===== src/rtl/seat_timer_bank.sv =====
// Bank of per-seat minute countdown timers sharing one wall clock, with a
// command port for seat control and a one-at-a-time expiry presentation port.
`timescale 1ns/1ps
module seat_timer_bank #(
    parameter int N_SEATS       = 8,
    parameter int TICKS_PER_MIN = 60,
    parameter int CNT_W         = 8,
    parameter int WARN_MIN      = 10,
    localparam int SEL_W        = $clog2(N_SEATS)
) (
    input  logic               clk,
    input  logic               rst_n,
    input  logic               cmd_valid,
    output logic               cmd_ready,
    input  logic [1:0]         cmd_op,
    input  logic [SEL_W-1:0]   cmd_seat,
    input  logic [CNT_W-1:0]   cmd_minutes,
    output logic               cmd_err,
    output logic [10:0]        time_out,
    output logic [N_SEATS-1:0] seat_busy,
    output logic [N_SEATS-1:0] seat_warn,
    output logic               expire_valid,
    output logic [SEL_W-1:0]   expire_seat,
    input  logic               expire_ready
);
    localparam int PRE_W = $clog2(TICKS_PER_MIN);
    localparam logic [1:0] OP_START   = 2'b00;
    localparam logic [1:0] OP_EXTEND  = 2'b01;
    localparam logic [1:0] OP_RELEASE = 2'b10;

    typedef enum logic [1:0] {IDLE = 2'd0, ACTIVE = 2'd1, EXPIRED = 2'd2} seat_state_e;

    logic [PRE_W-1:0]   presc_q;
    logic [5:0]         min_q;
    logic [4:0]         hour_q;
    logic               rdy_q;
    seat_state_e        state_q [N_SEATS];
    seat_state_e        state_d [N_SEATS];
    logic [CNT_W-1:0]   rem_q   [N_SEATS];
    logic [CNT_W-1:0]   rem_d   [N_SEATS];
    logic [N_SEATS-1:0] busy_q, busy_d, warn_q, warn_d;
    logic               err_q, err_d;
    logic               exp_valid_q, exp_valid_d;
    logic [SEL_W-1:0]   exp_seat_q, exp_seat_d;
    logic               min_tick, cmd_fire, seat_ok, found;
    logic [SEL_W-1:0]   first_exp;
    logic [CNT_W:0]     ext_sum;

    // Commands are refused on tick cycles, so a command never races a decrement.
    assign min_tick  = (presc_q == PRE_W'(TICKS_PER_MIN - 1));
    assign cmd_ready = rdy_q & ~min_tick;
    assign cmd_fire  = cmd_valid & cmd_ready;
    assign seat_ok   = (32'(cmd_seat) < 32'(N_SEATS));

    assign time_out     = {hour_q, min_q};
    assign seat_busy    = busy_q;
    assign seat_warn    = warn_q;
    assign cmd_err      = err_q;
    assign expire_valid = exp_valid_q;
    assign expire_seat  = exp_seat_q;

    // NOTE: sequential state uses <= so every register samples pre-edge values.
    always_ff @(posedge clk or negedge rst_n) begin
        if (!rst_n) begin
            presc_q <= '0;
            min_q   <= '0;
            hour_q  <= '0;
            rdy_q   <= 1'b0;
        end else begin
            rdy_q <= 1'b1;
            if (min_tick) begin
                presc_q <= '0;
                if (min_q == 6'd59) begin
                    min_q  <= '0;
                    hour_q <= (hour_q == 5'd23) ? 5'd0 : hour_q + 5'd1;
                end else begin
                    min_q <= min_q + 6'd1;
                end
            end else begin
                presc_q <= presc_q + PRE_W'(1);
            end
        end
    end

    // Lowest-index expired seat; nothing is presented while this is consulted.
    always_comb begin
        found     = 1'b0;
        first_exp = '0;
        for (int i = N_SEATS - 1; i >= 0; i--) begin
            if (state_q[i] == EXPIRED) begin
                found     = 1'b1;
                first_exp = SEL_W'(i);
            end
        end
    end

    always_comb begin
        for (int i = 0; i < N_SEATS; i++) begin
            busy_d[i] = (state_q[i] != IDLE);
            warn_d[i] = (state_q[i] == ACTIVE) && (32'(rem_q[i]) <= 32'(WARN_MIN));
        end
    end

    // NOTE: defaults first in every always_comb so no path infers a latch.
    always_comb begin
        state_d     = state_q;
        rem_d       = rem_q;
        err_d       = 1'b0;
        exp_valid_d = exp_valid_q;
        exp_seat_d  = exp_seat_q;
        ext_sum     = '0;

        if (min_tick) begin
            for (int i = 0; i < N_SEATS; i++) begin
                if (state_q[i] == ACTIVE) begin
                    rem_d[i] = rem_q[i] - CNT_W'(1);
                    if (rem_q[i] == CNT_W'(1)) state_d[i] = EXPIRED;
                end
            end
        end

        if (exp_valid_q && expire_ready) begin
            state_d[exp_seat_q] = IDLE;
            exp_valid_d         = 1'b0;
        end else if (!exp_valid_q && found) begin
            exp_valid_d = 1'b1;
            exp_seat_d  = first_exp;
        end

        if (cmd_fire) begin
            if (!seat_ok) begin
                err_d = 1'b1;
            end else begin
                unique case (cmd_op)
                    OP_START: begin
                        if (state_q[cmd_seat] == IDLE && cmd_minutes != '0) begin
                            state_d[cmd_seat] = ACTIVE;
                            rem_d[cmd_seat]   = cmd_minutes;
                        end else err_d = 1'b1;
                    end
                    OP_EXTEND: begin
                        if (state_q[cmd_seat] == ACTIVE) begin
                            ext_sum         = {1'b0, rem_q[cmd_seat]} + {1'b0, cmd_minutes};
                            rem_d[cmd_seat] = ext_sum[CNT_W] ? '1 : ext_sum[CNT_W-1:0];
                        end else err_d = 1'b1;
                    end
                    OP_RELEASE: begin
                        if (state_q[cmd_seat] == ACTIVE) begin
                            state_d[cmd_seat] = IDLE;
                            rem_d[cmd_seat]   = '0;
                        end else err_d = 1'b1;
                    end
                    default: ;
                endcase
            end
        end
    end

    // NOTE: the seat arrays are reset explicitly; reset must idle every seat at once.
    always_ff @(posedge clk or negedge rst_n) begin
        if (!rst_n) begin
            for (int i = 0; i < N_SEATS; i++) begin
                state_q[i] <= IDLE;
                rem_q[i]   <= '0;
            end
            busy_q      <= '0;
            warn_q      <= '0;
            err_q       <= 1'b0;
            exp_valid_q <= 1'b0;
            exp_seat_q  <= '0;
        end else begin
            state_q     <= state_d;
            rem_q       <= rem_d;
            busy_q      <= busy_d;
            warn_q      <= warn_d;
            err_q       <= err_d;
            exp_valid_q <= exp_valid_d;
            exp_seat_q  <= exp_seat_d;
        end
    end

endmodule


===== config.mk =====
export PLATFORM = sky130hd
export DESIGN_NAME = seat_timer_bank
export DESIGN_NICKNAME = d
export VERILOG_FILES = /design/src/rtl/seat_timer_bank.sv
export SDC_FILE = /design/constraint.sdc
export NUM_CORES = 1
export LEC_CHECK = 0
export BUFFER_PORTS_ARGS = -buffer_cell sky130_fd_sc_hd__buf_2
export CORE_ASPECT_RATIO = 0.5
export CORE_MARGIN = 10
export CORE_UTILIZATION = 45
export CTS_BUF_LIST = sky130_fd_sc_hd__clkbuf_8
export DETAILED_ROUTE_END_ITERATION = 12
export GPL_TIMING_DRIVEN = 0
export SYNTH_ARGS = -nofsm -noshare
export SYNTH_HDL_FRONTEND = slang
export SYNTH_SLANG_ARGS = --single-unit
export TNS_END_PERCENT = 100

===== constraint.sdc =====
create_clock -name clk -period 3 [get_ports clk]
set_input_delay 0.3 -clock clk [delete_from_list [all_inputs] [get_ports clk]]
set_output_delay 0.3 -clock clk [all_outputs]
set_load 0.005 [all_outputs]

# After elaboration in Yosys (flattened, before gate mapping)
# Index checks and enable logic that the tools add are counted.
[totals]
reg_bits = 119
input_bits = 17
word_cells = 199
out_inout_bits = 33
[classes]
n_lt_le_gt_ge = 12
mux = 76
bitwise = 15
eq_ne = 30
n_addsub = 12
reduce_logical = 29
[op_table]
columns = ["op", "n"]
rows = [
  ["$mux W64", 5],
  ["$pmux W64 S3", 1],
  ["$bwmux W64", 2],
  ["$mux W8", 12],
  ["$mux W16", 5],
  ["$and A64 B64 Y64", 1],
  ["$eq A8 B1 Y1 const B", 8],
  ["$le A8 B4 Y1 const B", 8],
  ["$not A64 Y64", 1],
  ["$sub A8 B1 Y8 const B", 8],
  ["$mux W2", 20],
  ["$and A16 B16 Y16", 2],
  ["$not A16 Y16", 2],
  ["$pmux W16 S2", 1],
  ["$bmux W8 S3", 1],
  ["$demux W8 S3", 1],
  ["$mux W3", 8],
  ["$eq A2 B1 Y1 const B", 10],
  ["$eq A2 B2 Y1 const B", 9],
  ["$reduce_bool A2 Y1", 9],
  ["$logic_and A1 B1 Y1", 13],
  ["$mux W1", 13],
  ["$add A6 B1 Y6 const B", 2],
  ["$demux W2 S3", 2],
  ["other kinds (21)", 30],
]

# Longest topological paths before layout
# Gate-level depths: netlist of the first run.
[logic_depth]
word_depth = 12
mapped_depth = 16
depth_no_buf = 13

# Least setup slack after synthesis of the first run
# Ideal clock, no wire load.
[synth_path]
path_type = "input to register"
from = "in cmd_seat[2]"
to = "reg rem_q[37] in the netlist's numbering"
t_required_ps = 2855
t_arrival_ps = 3446
stages = 12
setup_ps = 145
n_path_buf = 3
setup_slack_ps = -592
cell_sequence = "buf_2 -> clkbuf_1 -> clkbuf_1 -> mux4_2 -> mux2_2 -> fa_1 -> a21oi_1 -> o22ai_1 -> a221oi_2 -> a21bo_2 -> a22oi_4 -> o22ai_1"
[synth_lines]
columns = ["item", "line_no", "source"]
rows = [
  ["start, declared", "16", "input logic [SEL_W-1:0] cmd_seat,"],
  ["end signal, assigned", "173", "rem_q <= rem_d;"],
  ["end, declared", "39", "logic [CNT_W-1:0] rem_q [N_SEATS];"],
]

==> PnR_summary.wiki, run 1 <==
{| class="wikitable"
! Metric !! Value
|-
| Status || finished, violations left
|-
| Violations in the final reports || setup timing
|-
| Latest clock arrival within the worst-skew pair || 0.45 ns
|-
| TritonCTS Buffers || 17
|-
| Die height || 113 um
|-
| Clock transition at the register clock pins on the worst setup and hold paths after CTS || 0.08 ns
|-
| Share of synthesized registers carrying an async set or reset || 1.00
|-
| Most numerous cell types in the synthesized netlist || sky130_fd_sc_hd__dfrtp_1 (119), sky130_fd_sc_hd__nor2_1 (69), sky130_fd_sc_hd__o22ai_1 (65)
|-
| Number of nets still failing antenna checks after routing || 0
|-
| Setup crit end kind || flip-flop
|-
| H-tree lvl count || 4
|-
| Count of placed standard cells including taps || 1101
|-
| Gate count of the mapped netlist || 826
|-
| Net Count, Synth || 883
|-
| Maximum net fanout on the critical path || 8
|-
| Max transition margin || 0.401
|-
| Number of synthesized register bits || 119
|-
| Detailed-route DRC error count || 0
|-
| Final std cells w/o fill || 1148
|-
| Syn. warnings || 0
|-
| Area after DPL || 0.00841 sq mm
|-
| Tightest Hold Check Type || in2reg
|-
| Synth top area share || 0.384
|-
| Clock tree from TritonCTS || done
|-
| Per-cell routed wire length || 21.5 um
|-
| CP cell instances || mux2_2, a22oi_1, o221ai_1, a21o_1, ha_1, a21oi_4, o22ai_4, a221oi_4, buf_6, o21ai_4, a22oi_4, buf_12, o22ai_2
|-
| Leading area contributor after synthesis || sky130_fd_sc_hd__dfrtp_1
|-
| Pins over their slew limit || 0
|-
| Overall power consumption || 5.49 mW
|-
| Fmax || 305 MHz
|-
| Boundary pin count || 50
|-
| Initial DRT Pass Iterations || 6
|-
| Maximum number of pins on one net before global-route repair || 65
|-
| Initial standard-cell utilization of the core || 0.466
|-
| Net switching power of the design || 2.08 mW
|-
| Unique masters post-synth || 79
|-
| Hold Vio Cnt, Final || 0
|-
| Period Utilization, post-route || 1.09
|-
| CP max stage delay || 0.47 ns
|-
| Reported max-cap violation count || 0
|-
| Final Net Count || 965
|-
| Global placement routability congestion || 0.935
|-
| Data arrival, critical path || 3.57 ns
|-
| Ys flop type || sky130_fd_sc_hd__dfrtp_1
|-
| Total overflow reported by the global router || 0
|-
| Cell internal power dissipation || 3.42 mW
|-
| Peak VDD IR || 315 uV
|-
| Die span in x || 206 um
|-
| Clock Sink Count || 119
|-
| Average cell area after synthesis || 9.39 sq um
|-
| Final Cell Area || 0.00929 sq mm
|-
| Post-layout min period || 3.28 ns
|-
| Crit path launch type || flip-flop
|-
| Count of antenna diodes in the layout || 0
|-
| Worst-path cell with the longest stage delay || sky130_fd_sc_hd__dfrtp_1
|-
| Fraction of power consumed by sequential logic || 0.404
|-
| First-pass GRT wire length || 38.7 mm
|-
| Die Area || 0.0232 sq mm
|-
| Aggregate routed wire length || 24.7 mm
|-
| PwrDens || 591 mW/mm^2
|-
| Logic pwr share || 0.318
|-
| Placed wire-length estimate after detailed placement || 18.2 mm
|-
| Cell at the root of the clock tree || sky130_fd_sc_hd__clkbuf_8
|-
| Sequential share of the synthesized area || 0.384
|-
| Setup violation total in the final timing report || 64
|-
| Cell with the most instances after synthesis || sky130_fd_sc_hd__dfrtp_1
|-
| Average via count per standard cell || 6.09
|-
| Post-synthesis instance area || 0.00776 sq mm
|-
| Transition time of the tightest slew-check pin || 0.893 ns
|-
| Vias in the first global route || 6578
|-
| Antenna violations before repair || 0
|-
| Share of total power consumed by net switching || 0.378
|-
| Clock share of power || 0.279
|-
| Category of the most critical setup path || reg2reg
|-
| Required time at the worst-slack endpoint || 3.29 ns
|-
| Number of cell rows || 33
|-
| Initial DRC Count || 689
|-
| Area growth from synthesis to layout || 19.8%
|-
| Ratio of cells with drive above 1 in the final layout || 0.221
|-
| Global Route Usage Sum || 0.212
|-
| Leak Pwr || 4.06 nW
|-
| Vias || 6991
|-
| Top cells by area in the synthesized netlist || sky130_fd_sc_hd__dfrtp_1 (38%), sky130_fd_sc_hd__ha_1 (6.3%), sky130_fd_sc_hd__o22ai_1 (5.2%)
|-
| Largest buffer count on any clock path || 2
|-
| Final design utilization || 0.558
|-
| Unrepaired setup endpoints after global routing || yes
|-
| Worst setup slack after layout || -0.276 ns
|-
| Core Region || 0.0166 sq mm
|-
| Count of port buffers added during placement || 47
|-
| Post-synth EDFFs || 0
|-
| Post-route clock skew || 0.0163 ns
|}
==> state kept, by name, summed over array words and instances (netlist names) <==
name	flops
seat_warn	8
cmd_err	1
state_q	16
rem_q	64
hour_q	5
seat_busy	8
presc_q	6
min_q	6
expire_valid	1
rdy_q	1
expire_seat	3
==> power groups by stage <==
stage	Combinational, mW	Sequential (mW)	Clock [mW]
6_report	1.75	2.22	1.53
5_1_grt	1.92	2.26	1.63
4_1_cts	1.66	2.21	1.56
3_5_place_dp	1.56	2.24	0
3_3_place_gp	1.53	2.23	0
2_1_floorplan	1.10	2.13	0
==> metrics by stage <==
stage               setup TNS (ns)  setup WS, ns  hold WS, ns
global route                -22.74        -0.402       0.0807
detailed placement          -64.20         -1.08        0.309
CTS                         -14.98        -0.288       0.0488
global placement            -60.64         -1.03        0.509
floorplan                    -7.25        -0.196      0.00441
finish                      -14.42        -0.276       0.0552
==> layout by cell type (no fill, tap or decap), types with 6 or more instances in the layout <==
master / n
sky130_fd_sc_hd__ha_1: 38
sky130_fd_sc_hd__a22oi_4: 7
sky130_fd_sc_hd__buf_2: 49
sky130_fd_sc_hd__nor4_1: 17
sky130_fd_sc_hd__a22oi_1: 9
sky130_fd_sc_hd__nand3b_1: 8
sky130_fd_sc_hd__nand3_1: 24
sky130_fd_sc_hd__or2_2: 8
sky130_fd_sc_hd__buf_12: 8
sky130_fd_sc_hd__and3_1: 13
sky130_fd_sc_hd__o21ai_0: 36
sky130_fd_sc_hd__nand2_1: 60
sky130_fd_sc_hd__o22ai_4: 6
sky130_fd_sc_hd__nor2b_1: 21
sky130_fd_sc_hd__a31oi_1: 13
sky130_fd_sc_hd__xnor2_1: 45
sky130_fd_sc_hd__nor3_2: 7
sky130_fd_sc_hd__clkbuf_8: 21
sky130_fd_sc_hd__and2_1: 7
sky130_fd_sc_hd__nand4_1: 12
sky130_fd_sc_hd__mux2i_1: 7
sky130_fd_sc_hd__a21oi_1: 40
sky130_fd_sc_hd__nor2_1: 68
sky130_fd_sc_hd__nor3_1: 24
sky130_fd_sc_hd__o22ai_2: 16
sky130_fd_sc_hd__mux2_2: 6
sky130_fd_sc_hd__inv_1: 31
sky130_fd_sc_hd__dfrtp_1: 115
sky130_fd_sc_hd__xor2_1: 18
sky130_fd_sc_hd__buf_4: 10
sky130_fd_sc_hd__or3_1: 7
sky130_fd_sc_hd__o22ai_1: 43
==> timing repair <==
action	4_1_cts	5_1_grt
gates cloned	0	0
hold buffers	1	0
pin swaps	13	17
setup buffers	14	1
hold endpoints to repair	55	0
setup endpoints to repair	64	67
resized for setup	10	44
==> layout make-up <==
type,count,area [sq um]
inverter,31,116
buffer,23,181
fill,1516,7350
clock buffer,19,262
multi-input combinational,652,4830
sequential,119,2980
clock inverter,13,145
tap,227,284
timing repair buffer,64,495
==> logic make-up after synthesis <==
kind of cell	count (synthesis)	share of synthesized area
DFF	119	0.384
AOI/OAI and AO/OA	221	0.200
muxes	19	0.0323
and+or+nand+nor	308	0.215
xor gates and xnor gates	63	0.0711
other	1	0.000483
adders and majority gates	40	0.0655
buffers and inverters	55	0.0313
==> path summary, 6_finish.rpt <==
check / startpoint / end / slack (ns) / cells past startpoint
worst max register to register: rem_q[10]$_DFF_PN0_ / rem_q[3]$_DFF_PN0_ / -0.28 / 13
max in group asynchronous: rst_n / rem_q[24]$_DFF_PN0_ / 1.90 / 3
worst max-delay path: rem_q[10]$_DFF_PN0_ / rem_q[3]$_DFF_PN0_ / -0.28 / 13
min in group asynchronous: rst_n / state_q[5]$_DFF_PN0_ / 0.37 / 2
worst min-delay path: expire_ready / expire_valid$_DFFE_PN0P_ / 0.06 / 2
worst min register to register: presc_q[0]$_DFF_PN0_ / presc_q[0]$_DFF_PN0_ / 0.53 / 1
==> layer usage <==
metal  wire length (um)  global-route usage  vias to the layer above
met5                  0                   0                        -
met4                279              0.0394                        0
met3               2290              0.0487                       31
met2              10300               0.298                      263
met1              11800               0.322                     3469
li1                   -                   -                     3228
==> worst max-delay path: cells and delay by family (launching register included) <==
| family | cells | cell delay [ns] |
|---|---|---|
| muxes | 1 | 0.31 |
| AOI/OAI and AO/OA | 9 | 1.55 |
| DFF | 1 | 0.47 |
| buffers and inverters | 2 | 0.37 |
| adders and majority gates | 1 | 0.41 |
No activity file was read; power rests on OpenSTA's default activity.
==> run 2: changes to the inputs <==
--- a/config.mk
+++ b/config.mk
@@ -12,6 +12,8 @@
 export CTS_BUF_LIST = sky130_fd_sc_hd__clkbuf_8
 export DETAILED_ROUTE_END_ITERATION = 12
 export GPL_TIMING_DRIVEN = 0
+export HOLD_SLACK_MARGIN = 0.1
+export PLACE_DENSITY_LB_ADDON = 0.25
 export SYNTH_ARGS = -nofsm -noshare
 export SYNTH_HDL_FRONTEND = slang
 export SYNTH_SLANG_ARGS = --single-unit
==> run 2 against run 1 <==
Against the previous run: register-to-register slack improved by 0.05 ns; clock skew is 0.00093 ns higher; the flow still finishes with violations (setup timing); sequential power about the same; combinational power about the same; clock power barely moved; highest routed layer unchanged; critical path type unchanged.
==> PnR_summary.wiki, run 2 (synthesis results as in run 1) <==
{| class="wikitable"
! Metric !! Value
|-
| Die height || 113 um
|-
| Clock Sink Count || 119
|-
| Largest buffer count on any clock path || 2
|-
| Aggregate routed wire length || 25.1 mm
|-
| Slack of the worst reg-to-reg path || -0.22 ns
|-
| End point of the worst hold path || state_q[12]$_DFF_PN0_
|-
| Setup crit end kind || flip-flop
|-
| Area growth from synthesis to layout || 20.9%
|-
| Total overflow reported by the global router || 0
|-
| Category of the most critical setup path || reg2reg
|-
| Clock tree from TritonCTS || done
|-
| Number of flip-flops in the largest register || 64
|-
| Clock transition at the register clock pins on the worst setup and hold paths after CTS || 0.08 ns
|-
| Most frequent cells in the layout || sky130_fd_sc_hd__dfrtp_1 (112), sky130_fd_sc_hd__nor2_1 (67), sky130_fd_sc_hd__nand2_1 (58)
|-
| Placed wire-length estimate after detailed placement || 17.7 mm
|-
| Largest registers || rem_q: 64 flops, state_q: 16 flops
|-
| Post-route clock skew || 0.0172 ns
|-
| Initial standard-cell utilization of the core || 0.466
|-
| Antenna violations before repair || 0
|-
| Register area || 0.00299 sq mm
|-
| Required time at the worst-slack endpoint || 3.30 ns
|-
| Leak Pwr || 4.10 nW
|-
| Transition time of the tightest slew-check pin || 0.918 ns
|-
| Period Utilization, post-route || 1.07
|-
| Die span in x || 206 um
|-
| Number of cell rows || 33
|-
| Final Cell Area || 0.00937 sq mm
|-
| Vias in the first global route || 6684
|-
| Boundary pin count || 50
|-
| Footprint of the multi-input gates || 0.00486 sq mm
|-
| Depth of the most critical reg-to-reg path || 10
|-
| Per-cell routed wire length || 21.8 um
|-
| Peak VDD IR || 430 uV
|-
| Post-layout min period || 3.22 ns
|-
| Vias || 7180
|-
| Data arrival, critical path || 3.52 ns
|-
| Reg2Reg Capture Point || rem_q[29]$_DFF_PN0_
|-
| PwrDens || 592 mW/mm^2
|-
| Global placement routability congestion || 0.948
|-
| Worst hold path cell count || 3
|-
| Ratio of cells with drive above 1 in the final layout || 0.239
|-
| Fmax || 310 MHz
|-
| Initial DRC Count || 745
|-
| Max transition margin || 0.384
|-
| H-tree lvl count || 4
|-
| Hold Vio Cnt, Final || 0
|-
| Worst setup slack after layout || -0.225 ns
|-
| Average via count per standard cell || 6.23
|-
| Detailed-route DRC error count || 0
|-
| Most common cell after layout, fill and taps aside || sky130_fd_sc_hd__dfrtp_1
|-
| Latest clock arrival within the worst-skew pair || 0.46 ns
|-
| Count of port buffers added during placement || 47
|-
| Overall power consumption || 5.55 mW
|-
| Violations in the final reports || setup timing
|-
| Worst Min Path Start || cmd_seat[2]
|-
| Initial DRT Pass Iterations || 8
|-
| Maximum number of pins on one net before global-route repair || 71
|-
| Number of nets still failing antenna checks after routing || 0
|-
| Count of antenna diodes in the layout || 0
|-
| Status || finished, violations left
|-
| Setup violation total in the final timing report || 64
|-
| TritonCTS Buffers || 17
|-
| Cell at the root of the clock tree || sky130_fd_sc_hd__clkbuf_8
|-
| Global Route Usage Sum || 0.210
|-
| Core Region || 0.0166 sq mm
|-
| Final Net Count || 970
|-
| Tightest Hold Check Type || in2reg
|-
| Register with the most flip-flops || rem_q
|-
| Maximum net fanout on the critical path || 8
|-
| Die Area || 0.0232 sq mm
|-
| Crit path launch type || flip-flop
|-
| First-pass GRT wire length || 38.6 mm
|-
| Fillcell total || 1506
|-
| Pins over their slew limit || 0
|-
| Reported max-cap violation count || 0
|-
| Area after DPL || 0.00841 sq mm
|-
| Startpoint of the worst-slack reg-to-reg timing path || rem_q[1]$_DFF_PN0_
|-
| Unrepaired setup endpoints after global routing || yes
|}
-- run 2: critical path, cell delays in order (launching register included) --
cell and delay [ns]:
sky130_fd_sc_hd__dfrtp_2 0.45, sky130_fd_sc_hd__mux4_2 0.50, sky130_fd_sc_hd__mux2_2 0.33, sky130_fd_sc_hd__fa_2 0.40, sky130_fd_sc_hd__a21oi_4 0.20, sky130_fd_sc_hd__o22ai_2 0.13
sky130_fd_sc_hd__a221oi_4 0.38, sky130_fd_sc_hd__a21bo_4 0.28, sky130_fd_sc_hd__a22oi_4 0.15, sky130_fd_sc_hd__buf_12 0.17, sky130_fd_sc_hd__o22ai_2 0.08
-- run 2: worst max-delay path by stage --
stage	startpoint	endpoint	slack [ns]	cells after the start
finish	rem_q[1]$_DFF_PN0_	rem_q[29]$_DFF_PN0_	-0.22	10
global route	rem_q[36]$_DFF_PN0_	rem_q[21]$_DFF_PN0_	-0.34	12
CTS	rem_q[20]$_DFF_PN0_	rem_q[29]$_DFF_PN0_	-0.20	13
detailed placement	cmd_seat[0]	rem_q[29]$_DFF_PN0_	-0.99	15
global placement	cmd_seat[0]	rem_q[37]$_DFF_PN0_	-0.94	15
floorplan	cmd_seat[1]	rem_q[37]$_DFF_PN0_	-0.20	16
-- run 2: cell type report --
| class | instances | share of cell area |
|---|---|---|
| Clock inverter | 12 | 0.0151 |
| Buffer | 23 | 0.0198 |
| Tap cell | 227 | 0.0303 |
| Inverter | 31 | 0.0124 |
| Sequential cell | 119 | 0.319 |
| Multi-Input combinational cell | 652 | 0.519 |
| Timing Repair Buffer | 69 | 0.0558 |
| Clock buffer | 20 | 0.0294 |
-- run 2: per-layer routing --
| metal | vias up | track usage | part of all wire |
|---|---|---|---|
| met4 | 0 | 0.0565 | 0.013 |
| met2 | 368 | 0.304 | 0.43 |
| met5 | - | 0 | 0 |
| met1 | 3549 | 0.302 | 0.45 |
| met3 | 31 | 0.0550 | 0.11 |
| li1 | 3232 | - | - |
-- run 2: report_power, final --
part	leakage [nW]	switching [mW]	internal (mW)
Clock	0.206	0.744	0.815
Sequential	1.59	0.347	1.87
Combinational	2.29	1.00	0.773
-- run 2: through the flow --
step | hold WS (ns) | cells | utilization | TNS, ns | setup WS (ns)
2_1_floorplan | 0.00441 | 826 | - | -7.25 | -0.196
3_3_place_gp | 0.504 | 1100 | 0.503 | -54.70 | -0.944
3_5_place_dp | 0.286 | 1101 | 0.505 | -57.66 | -0.988
4_1_cts | 0.210 | 1150 | 0.551 | -8.75 | -0.203
5_1_grt | 0.231 | 1153 | 0.563 | -18.70 | -0.337
6_report | 0.224 | 1153 | 0.563 | -11.20 | -0.225
-- run 2: what timing repair did --
action,in CTS,in global routing
endpoints found under the setup margin,64,65
setup buffers,15,4
hold endpoints to repair,50,0
hold buffers,2,0
gates resized for setup,26,44
gates cloned,0,0
pin swaps,13,16
